**config.mk**
```make
export PLATFORM = sky130hd
export DESIGN_NAME = dns_client_arbiter
export DESIGN_NICKNAME = d
export VERILOG_FILES = /design/src/rtl/dns_arb_pkg.sv /design/src/rtl/dns_rr_pick.sv /design/src/rtl/dns_client_arbiter.sv
export SDC_FILE = /design/constraint.sdc
export NUM_CORES = 1
export LEC_CHECK = 0
export CAP_MARGIN = 20
export CELL_PAD_IN_SITES_DETAIL_PLACEMENT = 1
export CELL_PAD_IN_SITES_GLOBAL_PLACEMENT = 1
export CORE_AREA = 2 2 111 113
export DETAILED_ROUTE_END_ITERATION = 8
export DIE_AREA = 0 0 113 115
export PLACE_DENSITY_LB_ADDON = 0.1
export SLEW_MARGIN = 20
export SYNTH_ARGS = -nofsm -noshare
export SYNTH_HDL_FRONTEND = slang
export SYNTH_HIERARCHICAL = 1
export SYNTH_SLANG_ARGS = --single-unit
```
**constraint.sdc**
```tcl
create_clock -name clk -period 4.1 [get_ports clk]
set_clock_uncertainty 0.05 [all_clocks]
set_input_delay 1.025 -clock clk [delete_from_list [all_inputs] [get_ports clk]]
set_output_delay 1.025 -clock clk [all_outputs]
set_load 0.01 [all_outputs]
```
**src/rtl/dns_arb_pkg.sv**
```systemverilog
// Shared types and constants for the DNS client arbiter.
//   arb_state_e : arbiter FSM states (IDLE, ISSUE, WAIT, RESP)
//   DNS_*_W     : default field widths of the lookup-engine interface
//   sat_inc     : saturating increment used by the latency counter
package dns_arb_pkg;

  localparam int DNS_ADDR_W = 8;
  localparam int DNS_IP_W   = 8;
  localparam int DNS_IDX_W  = 16;
  localparam int LAT_W      = 8;

  localparam logic [LAT_W-1:0] LAT_MAX = '1;

  typedef enum logic [1:0] {
    IDLE,
    ISSUE,
    WAIT,
    RESP
  } arb_state_e;

  function automatic logic [LAT_W-1:0] sat_inc(input logic [LAT_W-1:0] v);
    return (v == LAT_MAX) ? v : v + 1'b1;
  endfunction

endpackage

```
**src/rtl/dns_rr_pick.sv**
```systemverilog
// Combinational round-robin selector.
//   req_i        : request vector, one bit per client
//   last_grant_i : client served most recently (lowest priority now)
//   grant_o      : first requesting client found searching upward from
//                  last_grant_i+1 with wrap-around
//   any_req_o    : at least one request bit is set
module dns_rr_pick #(
  parameter  int NUM_CLIENTS = 4,
  localparam int GW          = $clog2(NUM_CLIENTS)
) (
  input  logic [NUM_CLIENTS-1:0] req_i,
  input  logic [GW-1:0]          last_grant_i,
  output logic [GW-1:0]          grant_o,
  output logic                   any_req_o
);

  // Distance of client i from the head of the rotating priority order;
  // the client right after last_grant has distance 0.
  function automatic int rr_dist(input int i, input int last);
    return (i + NUM_CLIENTS - 1 - last) % NUM_CLIENTS;
  endfunction

  int best_dist;

  // NOTE: every output of a combinational block gets a default at the top;
  // a path that leaves one unassigned would infer a latch.
  always_comb begin
    grant_o   = '0;
    any_req_o = 1'b0;
    best_dist = NUM_CLIENTS;
    for (int i = 0; i < NUM_CLIENTS; i++) begin
      if (req_i[i] && (rr_dist(i, int'(last_grant_i)) < best_dist)) begin
        best_dist = rr_dist(i, int'(last_grant_i));
        grant_o   = GW'(i);
        any_req_o = 1'b1;
      end
    end
  end

endmodule

```
**src/rtl/dns_client_arbiter.sv**
```systemverilog
// Shares one DNS lookup engine between NUM_CLIENTS requesters.
// Round-robin grant, one-cycle dns_req pulse, bounded wait for dns_res,
// then a one-cycle cli_ack to the granted client with the result.
//   clk, rst            : clock, synchronous active-high reset
//   cli_req / cli_addr  : per-client level request and packed addresses
//   cli_ack             : one-hot completion pulse
//   cli_ip/idx/err/lat  : result fields, valid only with cli_ack (else 0)
//   dns_req / dns_addr  : request pulse and address to the engine
//   dns_res/ip/idx      : engine completion pulse and result
//   busy, grant_id      : activity flag and index of the client in service
module dns_client_arbiter
  import dns_arb_pkg::*;
#(
  parameter  int NUM_CLIENTS    = 4,
  parameter  int ADDR_W         = DNS_ADDR_W,
  parameter  int IDX_W          = DNS_IDX_W,
  parameter  int TIMEOUT_CYCLES = 200,
  localparam int GW             = $clog2(NUM_CLIENTS)
) (
  input  logic                          clk,
  input  logic                          rst,
  input  logic [NUM_CLIENTS-1:0]        cli_req,
  input  logic [NUM_CLIENTS*ADDR_W-1:0] cli_addr,
  output logic [NUM_CLIENTS-1:0]        cli_ack,
  output logic [DNS_IP_W-1:0]           cli_ip,
  output logic [IDX_W-1:0]              cli_idx,
  output logic                          cli_err,
  output logic [LAT_W-1:0]              cli_lat,
  output logic                          dns_req,
  output logic [ADDR_W-1:0]             dns_addr,
  input  logic                          dns_res,
  input  logic [DNS_IP_W-1:0]           dns_ip,
  input  logic [IDX_W-1:0]              dns_idx,
  output logic                          busy,
  output logic [GW-1:0]                 grant_id
);

  localparam logic [7:0] TIMER_LAST = 8'(TIMEOUT_CYCLES - 1);

  arb_state_e               state_q;
  logic [GW-1:0]            grant_q;
  logic [GW-1:0]            last_grant_q;
  logic [ADDR_W-1:0]        addr_q;
  logic                     req_q;
  logic                     busy_q;
  logic [NUM_CLIENTS-1:0]   ack_q;
  logic [DNS_IP_W-1:0]      ip_q;
  logic [IDX_W-1:0]         idx_q;
  logic                     err_q;
  logic [LAT_W-1:0]         lat_out_q;
  logic [7:0]               timer_q;
  logic [LAT_W-1:0]         lat_q;

  logic [GW-1:0]            pick_grant_d;
  logic                     any_req_d;
  logic [ADDR_W-1:0]        sel_addr_d;

  dns_rr_pick #(
    .NUM_CLIENTS (NUM_CLIENTS)
  ) u_pick (
    .req_i        (cli_req),
    .last_grant_i (last_grant_q),
    .grant_o      (pick_grant_d),
    .any_req_o    (any_req_d)
  );

  // Address of the client the selector would grant this cycle.
  always_comb begin
    sel_addr_d = '0;
    for (int i = 0; i < NUM_CLIENTS; i++) begin
      if (pick_grant_d == GW'(i)) sel_addr_d = cli_addr[i*ADDR_W +: ADDR_W];
    end
  end

  // NOTE: sequential state uses non-blocking assignments only, so every
  // register samples pre-edge values regardless of statement order.
  always_ff @(posedge clk) begin
    if (rst) begin
      state_q      <= IDLE;
      grant_q      <= '0;
      last_grant_q <= GW'(NUM_CLIENTS - 1);
      addr_q       <= '0;
      req_q        <= 1'b0;
      busy_q       <= 1'b0;
      ack_q        <= '0;
      ip_q         <= '0;
      idx_q        <= '0;
      err_q        <= 1'b0;
      lat_out_q    <= '0;
      timer_q      <= '0;
      lat_q        <= '0;
    end else begin
      unique case (state_q)
        IDLE: begin
          // dns_res is deliberately ignored here: it may be a stale reply
          // from a lookup abandoned by reset.
          if (any_req_d) begin
            grant_q <= pick_grant_d;
            addr_q  <= sel_addr_d;
            req_q   <= 1'b1;
            busy_q  <= 1'b1;
            state_q <= ISSUE;
          end
        end
        ISSUE: begin
          req_q   <= 1'b0;
          timer_q <= '0;
          lat_q   <= '0;
          state_q <= WAIT;
        end
        WAIT: begin
          lat_q <= sat_inc(lat_q);
          // A reply on the timeout cycle takes precedence over the timeout.
          if (dns_res) begin
            ack_q     <= NUM_CLIENTS'(1) << grant_q;
            ip_q      <= dns_ip;
            idx_q     <= dns_idx;
            err_q     <= 1'b0;
            lat_out_q <= sat_inc(lat_q);
            state_q   <= RESP;
          end else if (timer_q == TIMER_LAST) begin
            ack_q     <= NUM_CLIENTS'(1) << grant_q;
            ip_q      <= '0;
            idx_q     <= '0;
            err_q     <= 1'b1;
            lat_out_q <= sat_inc(lat_q);
            state_q   <= RESP;
          end else begin
            timer_q <= timer_q + 1'b1;
          end
        end
        RESP: begin
          // Result fields return to zero together with the ack.
          ack_q        <= '0;
          ip_q         <= '0;
          idx_q        <= '0;
          err_q        <= 1'b0;
          lat_out_q    <= '0;
          last_grant_q <= grant_q;
          busy_q       <= 1'b0;
          state_q      <= IDLE;
        end
        default: state_q <= IDLE;
      endcase
    end
  end

  assign cli_ack  = ack_q;
  assign cli_ip   = ip_q;
  assign cli_idx  = idx_q;
  assign cli_err  = err_q;
  assign cli_lat  = lat_out_q;
  assign dns_req  = req_q;
  assign dns_addr = addr_q;
  assign busy     = busy_q;
  assign grant_id = grant_q;

endmodule
```
# Word-level counts from Yosys, hierarchy flattened
# Index checks and enable logic that the tools add are counted.
[totals] input_bits=63 output_inout_bits=49 word_cells=101 ff_bits=69
[classes] magnitude_cmp=4 mux=41 n_eq_ne=12 shift=1 bitwise=4 n_reduce_logical=20 addsub=6
[op_table] operator="3-bit by 32-bit less-than comparator with 1-bit output" count=3
[op_table] operator="32-bit 2-to-1 mux" count=3
[op_table] operator="8-bit 2-to-1 mux" count=11
[op_table] operator="8-bit case mux with 2 select lines" count=4
[op_table] operator="16-bit 2-to-1 mux" count=2
[op_table] operator="16-bit case mux with 2 select lines" count=1
[op_table] operator="8-bit by 1-bit adder with 8-bit output, second input constant" count=2
[op_table] operator="8-bit equality test, second input constant" count=2
[op_table] operator="3-bit by 2-bit subtractor with 4-bit output, first input constant" count=3
[op_table] operator="2-bit 2-to-1 mux" count=5
[op_table] operator="2-bit AND reduction" count=5
[op_table] operator="2-bit equality test, second input constant" count=4
[op_table] operator="1-bit 2-to-1 mux" count=8
[op_table] operator="4-bit 2-to-1 mux" count=2
[op_table] operator="2-bit case mux with 4 select lines" count=1
[op_table] operator="4-bit case mux with 2 select lines" count=1
[op_table] operator="2-bit nonzero test" count=4
[op_table] operator="2-bit OR reduction" count=4
[op_table] operator="2-bit inequality test, second input constant" count=3
[op_table] operator="1-bit case mux with 2 select lines" count=3
[op_table] operator="1-bit AND" count=4
[op_table] operator="2-bit by 1-bit equality test with 1-bit output, second input constant" count=2
[op_table] operator="1-bit logical AND" count=4
[op_table] operator="2-bit zero test" count=2
[op_table] operator="5 further kinds" count=5

# Logic depth before layout (Yosys ltp)
[depth] depth_word=20 ltp_mapped=19 mapped_depth_nobuf=18

# Hierarchy
# Netlist, hierarchy kept.
[by_module_without_submodules] mod="dns_client_arbiter" seq_area_each_um2=1381.3 instances=1 cells_per_inst=361 area_each_um2=3334.4
[by_module_without_submodules] mod="dns_rr_pick" seq_area_each_um2=0.0 instances=1 cells_per_inst=27 area_each_um2=216.5

# Least setup slack after synthesis
# No wires, ideal clock.
[synth_path] kind="in2reg" start="input port cli_req[0]" end="register addr_q[0] (netlist: dns_addr[0])" setup_time_ns=0.132 n_path_buf=1 slack_ns=-0.329 cell_stages=18 arrival_time_ns=4.247 required_time_ns=3.918 path_cell_list="or2b_1 > ha_1 > nand2b_1 > a221oi_1 > a21o_1 > ha_1 > and4b_1 > a22oi_1 > nor2_1 > a21o_1 > ha_1 > a21bo_1 > a31oi_1 > a211o_1 > buf_2 > mux4_2 > nand2_1 > a21oi_1"
[synth_via] elab_chain_cells=16 elab_cells_between_ends=26 classes_between="order compare (3); eq/ne (3); mux (14); reduce/logical (6)"
[synth_rtl] element="start: declaration" line_no="dns_client_arbiter.sv:22" text="input logic [NUM_CLIENTS-1:0] cli_req,"
[synth_rtl] element="1-bit logical AND *" line_no="dns_rr_pick.sv:32" text="if (req_i[i] && (rr_dist(i, int'(last_grant_i)) < best_dist)) begin"
[synth_rtl] element="32-bit 2-to-1 mux *" line_no="dns_rr_pick.sv:32"
[synth_rtl] element="3-bit by 32-bit less-than comparator with 1-bit output" line_no="dns_rr_pick.sv:32"
[synth_rtl] element="1-bit logical AND" line_no="dns_rr_pick.sv:32"
[synth_rtl] element="32-bit 2-to-1 mux" line_no="dns_rr_pick.sv:32"
[synth_rtl] element="3-bit by 32-bit less-than comparator with 1-bit output" line_no="dns_rr_pick.sv:32"
[synth_rtl] element="1-bit logical AND" line_no="dns_rr_pick.sv:32"
[synth_rtl] element="32-bit 2-to-1 mux" line_no="dns_rr_pick.sv:32"
[synth_rtl] element="3-bit by 32-bit less-than comparator with 1-bit output" line_no="dns_rr_pick.sv:32"
[synth_rtl] element="1-bit logical AND" line_no="dns_rr_pick.sv:32"
[synth_rtl] element="2-bit 2-to-1 mux *" line_no="dns_rr_pick.sv:32"
[synth_rtl] element="net pick_grant_d[0]" line_no="dns_client_arbiter.sv:54" text="logic [GW-1:0] pick_grant_d;"
[synth_rtl] element="2-bit zero test" line_no="dns_client_arbiter.sv:71" text="if (pick_grant_d == GW'(i)) sel_addr_d = cli_addr[i*ADDR_W +: ADDR_W];"
[synth_rtl] element="8-bit 2-to-1 mux (3 in a row)" line_no="dns_client_arbiter.sv:71"
[synth_rtl] element="8-bit 2-to-1 mux *" line_no="dns_client_arbiter.sv:71"
[synth_rtl] element="end signal: assignment" line_no="dns_client_arbiter.sv:99" text="addr_q <= sel_addr_d;"
[synth_rtl] element="end: declaration" line_no="dns_client_arbiter.sv:43" text="logic [ADDR_W-1:0] addr_q;"
# The timed path passes the listed nets; every way through them passes the cells marked *.
# A chain may end at the register's enable or synchronous reset.

# Final worst setup path
[layout_path] start="input port cli_req[0]" end="register addr_q[7] (netlist: dns_addr[7])"
# The elaborated chain is that of the path after synthesis.

==> flow_summary.yaml <==
status:
  status: "finished, violations left"
  violations: "setup timing"
place:
  place_hpwl_um: 7330
  gp_congestion: 0.778
  place_area_sq_mm: 0.00492
  io_buffers: 111
logic_synthesis:
  synth-main-ff-cell: "dfxtp_1"
  ys_top_cells_by_area: "dfxtp_1, mux2i_1, mux4_2, and2_1, nor2_1"
  synth_top_area_cell: "dfxtp_1"
  synth-edff-count: 0
  yosys_warnings: 6
  syn-num-nets: 460
  yosysSeqAreaShare_pct: 38.9
  ys_async_sr_fraction_pct: 0
  syn_avg_cell_area_sq_um: 9.15
  netlist_instances: 388
  synth.cell_area_sq_mm: 0.00355
  netlist.area_leader.share_pct: 38.9
  ys_ff_latch: 69
  synth_cell_type_count: 60
sta:
  max_slew.worst_pin.slew_ns: 0.965
  rsz0062_at_grt: "yes"
  max_freq_ghz: 0.236
  finalHoldViolations: 0
  setup_slack_ns: -0.138
  min_period_over_period_pct: 103
  slew-limit-headroom_pct: 35.4
  setup_viol: 8
  slew_viol_final: 0
  min_period_ns: 4.24
floorplanning:
  die_x_um: 113
  fp.coreArea_sq_mm: 0.0118
  ios: 112
  initial_core_util_pct: 30.1
  die_h_um: 115
  dieArea_sq_mm: 0.0130
  rows: 40
global_route:
  grt_pass1_wl_um: 17100
  grt_pass1_vias: 3488
  grt-ovfl-total: 0
  antenna_found_initial: 0
  track_usage_pct: 16.4
  grt_max_degree: 33
routing:
  drtIter0Drc: 86
  top_layer: "met4"
  met3WireLength_um: 634
  firstDrtPassIters: 4
  routed-wl-met2_um: 4840
  wl_met1_um: 4480
  wl_per_cell_um: 15.4
  routed-via-count: 3289
  drc: 0
  vias_per_cell: 4.97
  routed_wirelength_um: 10200
  postRouteAntennaNets: 0
pwr:
  swShare_pct: 33.7
  clkPwrFrac_pct: 25.4
  p_comb_share_pct: 43.8
  sequentialPowerShare_pct: 30.8
  power_density_mw_per_mm2: 524
  p_sw_uw: 930
  p_int_mw: 1.83
  p_leak_nw: 1.90
  ir_worst_vdd_mv: 0.198
clock_tree:
  cts_buffer_depth: 2
  root_buffer: "clkbuf_16"
  htreeDepth: 3
  tritoncts: "done"
  clk_pin_slew_ns: 0.05
  cts_buffers: 9
  clock_latency_ns: 0.33
  cts.sinks: 69
job:
  max_cap_viol_count: 0
layout:
  drive_above_1_share_pct: 14.0
  final_common_cell: "clkdlybuf4s50_1"
  final_area_sq_mm: 0.00528
  area_growth_pct: 48.6
  fill_cells: 1367
  final_cell_mix: "clkdlybuf4s50_1, dfxtp_1, nor2_1"
  n_antenna_cell: 0
  final_core_util_pct: 44.7
  fin_nets: 584
critical_path:
  startpoint_type: "primary input"
  arrival_ns: 4.37
  required_ns: 4.23
  worst-path-max-fanout: 5
  crit_path_end_kind: "flop"
  path_class: "in2reg"
hold_path:
  hold_path_class: "reg2reg"
-- state kept, by name, indices dropped and copies added (netlist names) --
register	flops
lat_q	8
cli_ip	8
grant_id	2
state_q	2
cli_lat	8
last_grant_q	2
cli_err	1
busy	1
cli_ack	4
timer_q	8
dns_addr	8
dns_req	1
cli_idx	16
-- cell usage after synthesis, types with 5 or more instances --
cell type and instances:
mux4_2 8, clkbuf_1 14, nand2b_1 8, o21ai_0 7
a21oi_1 29, inv_1 9, ha_1 9, dfxtp_1 69
and2_1 26, mux2i_1 33, nor2_1 41, nand3_1 11
nand2_1 38, o2bb2ai_1 5
-- critical path: stages --
cell and delay, ns:
buf_6 0.07, or2b_1 0.26, ha_4 0.18, a211o_2 0.29
a21o_1 0.20, ha_4 0.27, o22ai_2 0.07, a22oi_2 0.24
nor2_1 0.06, a21o_1 0.17, ha_2 0.18, a21bo_1 0.20
a31oi_2 0.17, a211o_1 0.18, buf_6 0.16, mux4_2 0.50
nand2_2 0.09, a21oi_2 0.05
-- cell families (layout without fill, tap and decap cells) --
logic type	count (synthesis)	in the layout	share of synthesized area, %
and+or+nand+nor	161	161	24.4
adders and majority gates	9	9	3.17
buffers and inverters	30	157	3.73
xor gates and xnor gates	3	3	0.740
DFF	69	69	38.9
AOI/OAI and AO/OA	75	75	14.7
muxes	41	41	14.4
-- routing by layer --
| metal | global-route usage, % | vias to the layer above |
|---|---|---|
| met4 | 6.50 | 0 |
| li1 | - | 1631 |
| met2 | 27.0 | 82 |
| met1 | 20.1 | 1554 |
| met5 | 0 | - |
| met3 | 5.27 | 22 |
-- power groups by stage --
stage,logic [mW],registers (mW),clock network (mW)
5_1_grt,1.35,0.866,0.751
4_1_cts,1.25,0.852,0.729
6_report,1.21,0.851,0.702
3_5_place_dp,1.16,0.865,0
3_3_place_gp,1.14,0.859,0
2_1_floorplan,0.689,0.892,0
-- layout make-up --
class	instances	area, sq um	share of cell area, %
inverters	9	33.8	0.640
well taps	147	184	3.49
multi-input cells	289	2120	40.3
repair buffers	134	1290	24.4
clock buffers	12	256	4.86
flip-flops and latches	69	1380	26.2
clock inverters	2	10.0	0.190
-- worst paths after layout --
path | from | endpoint | slack [ns] | cells past startpoint
setup reg to reg | last_grant_q[1]$_SDFFE_PP1P_ | dns_addr[7]$_SDFFE_PP0P_ | 0.01 | 18
setup / recovery | cli_req[0] | dns_addr[7]$_SDFFE_PP0P_ | -0.14 | 18
hold reg to reg | dns_addr[6]$_SDFFE_PP0P_ | dns_addr[6]$_SDFFE_PP0P_ | 0.40 | 2
hold / removal | dns_addr[6]$_SDFFE_PP0P_ | dns_addr[6]$_SDFFE_PP0P_ | 0.40 | 2
-- per-stage QoR --
stage / cells / worst slack (ns) / setup TNS [ns] / hold slack [ns] / total power [mW]
floorplan: 388 / -0.116 / -0.922 / 0.431 / 1.58
global placement: 641 / -0.742 / -6.58 / 0.394 / 2.00
detailed placement: 641 / -0.887 / -7.93 / 0.398 / 2.03
CTS: 663 / -0.130 / -0.961 / 0.404 / 2.83
global route: 662 / -0.301 / -2.28 / 0.419 / 2.96
finish: 662 / -0.138 / -0.963 / 0.400 / 2.76
-- repair_timing --
item	4_1_cts	5_1_grt
resized for setup	9	8
cloned	1	0
pin swaps	6	8
hold buffers	0	0
endpoints found under the setup margin	10	8
buffers inserted	7	1
No activity file was read; power rests on OpenSTA's default activity.
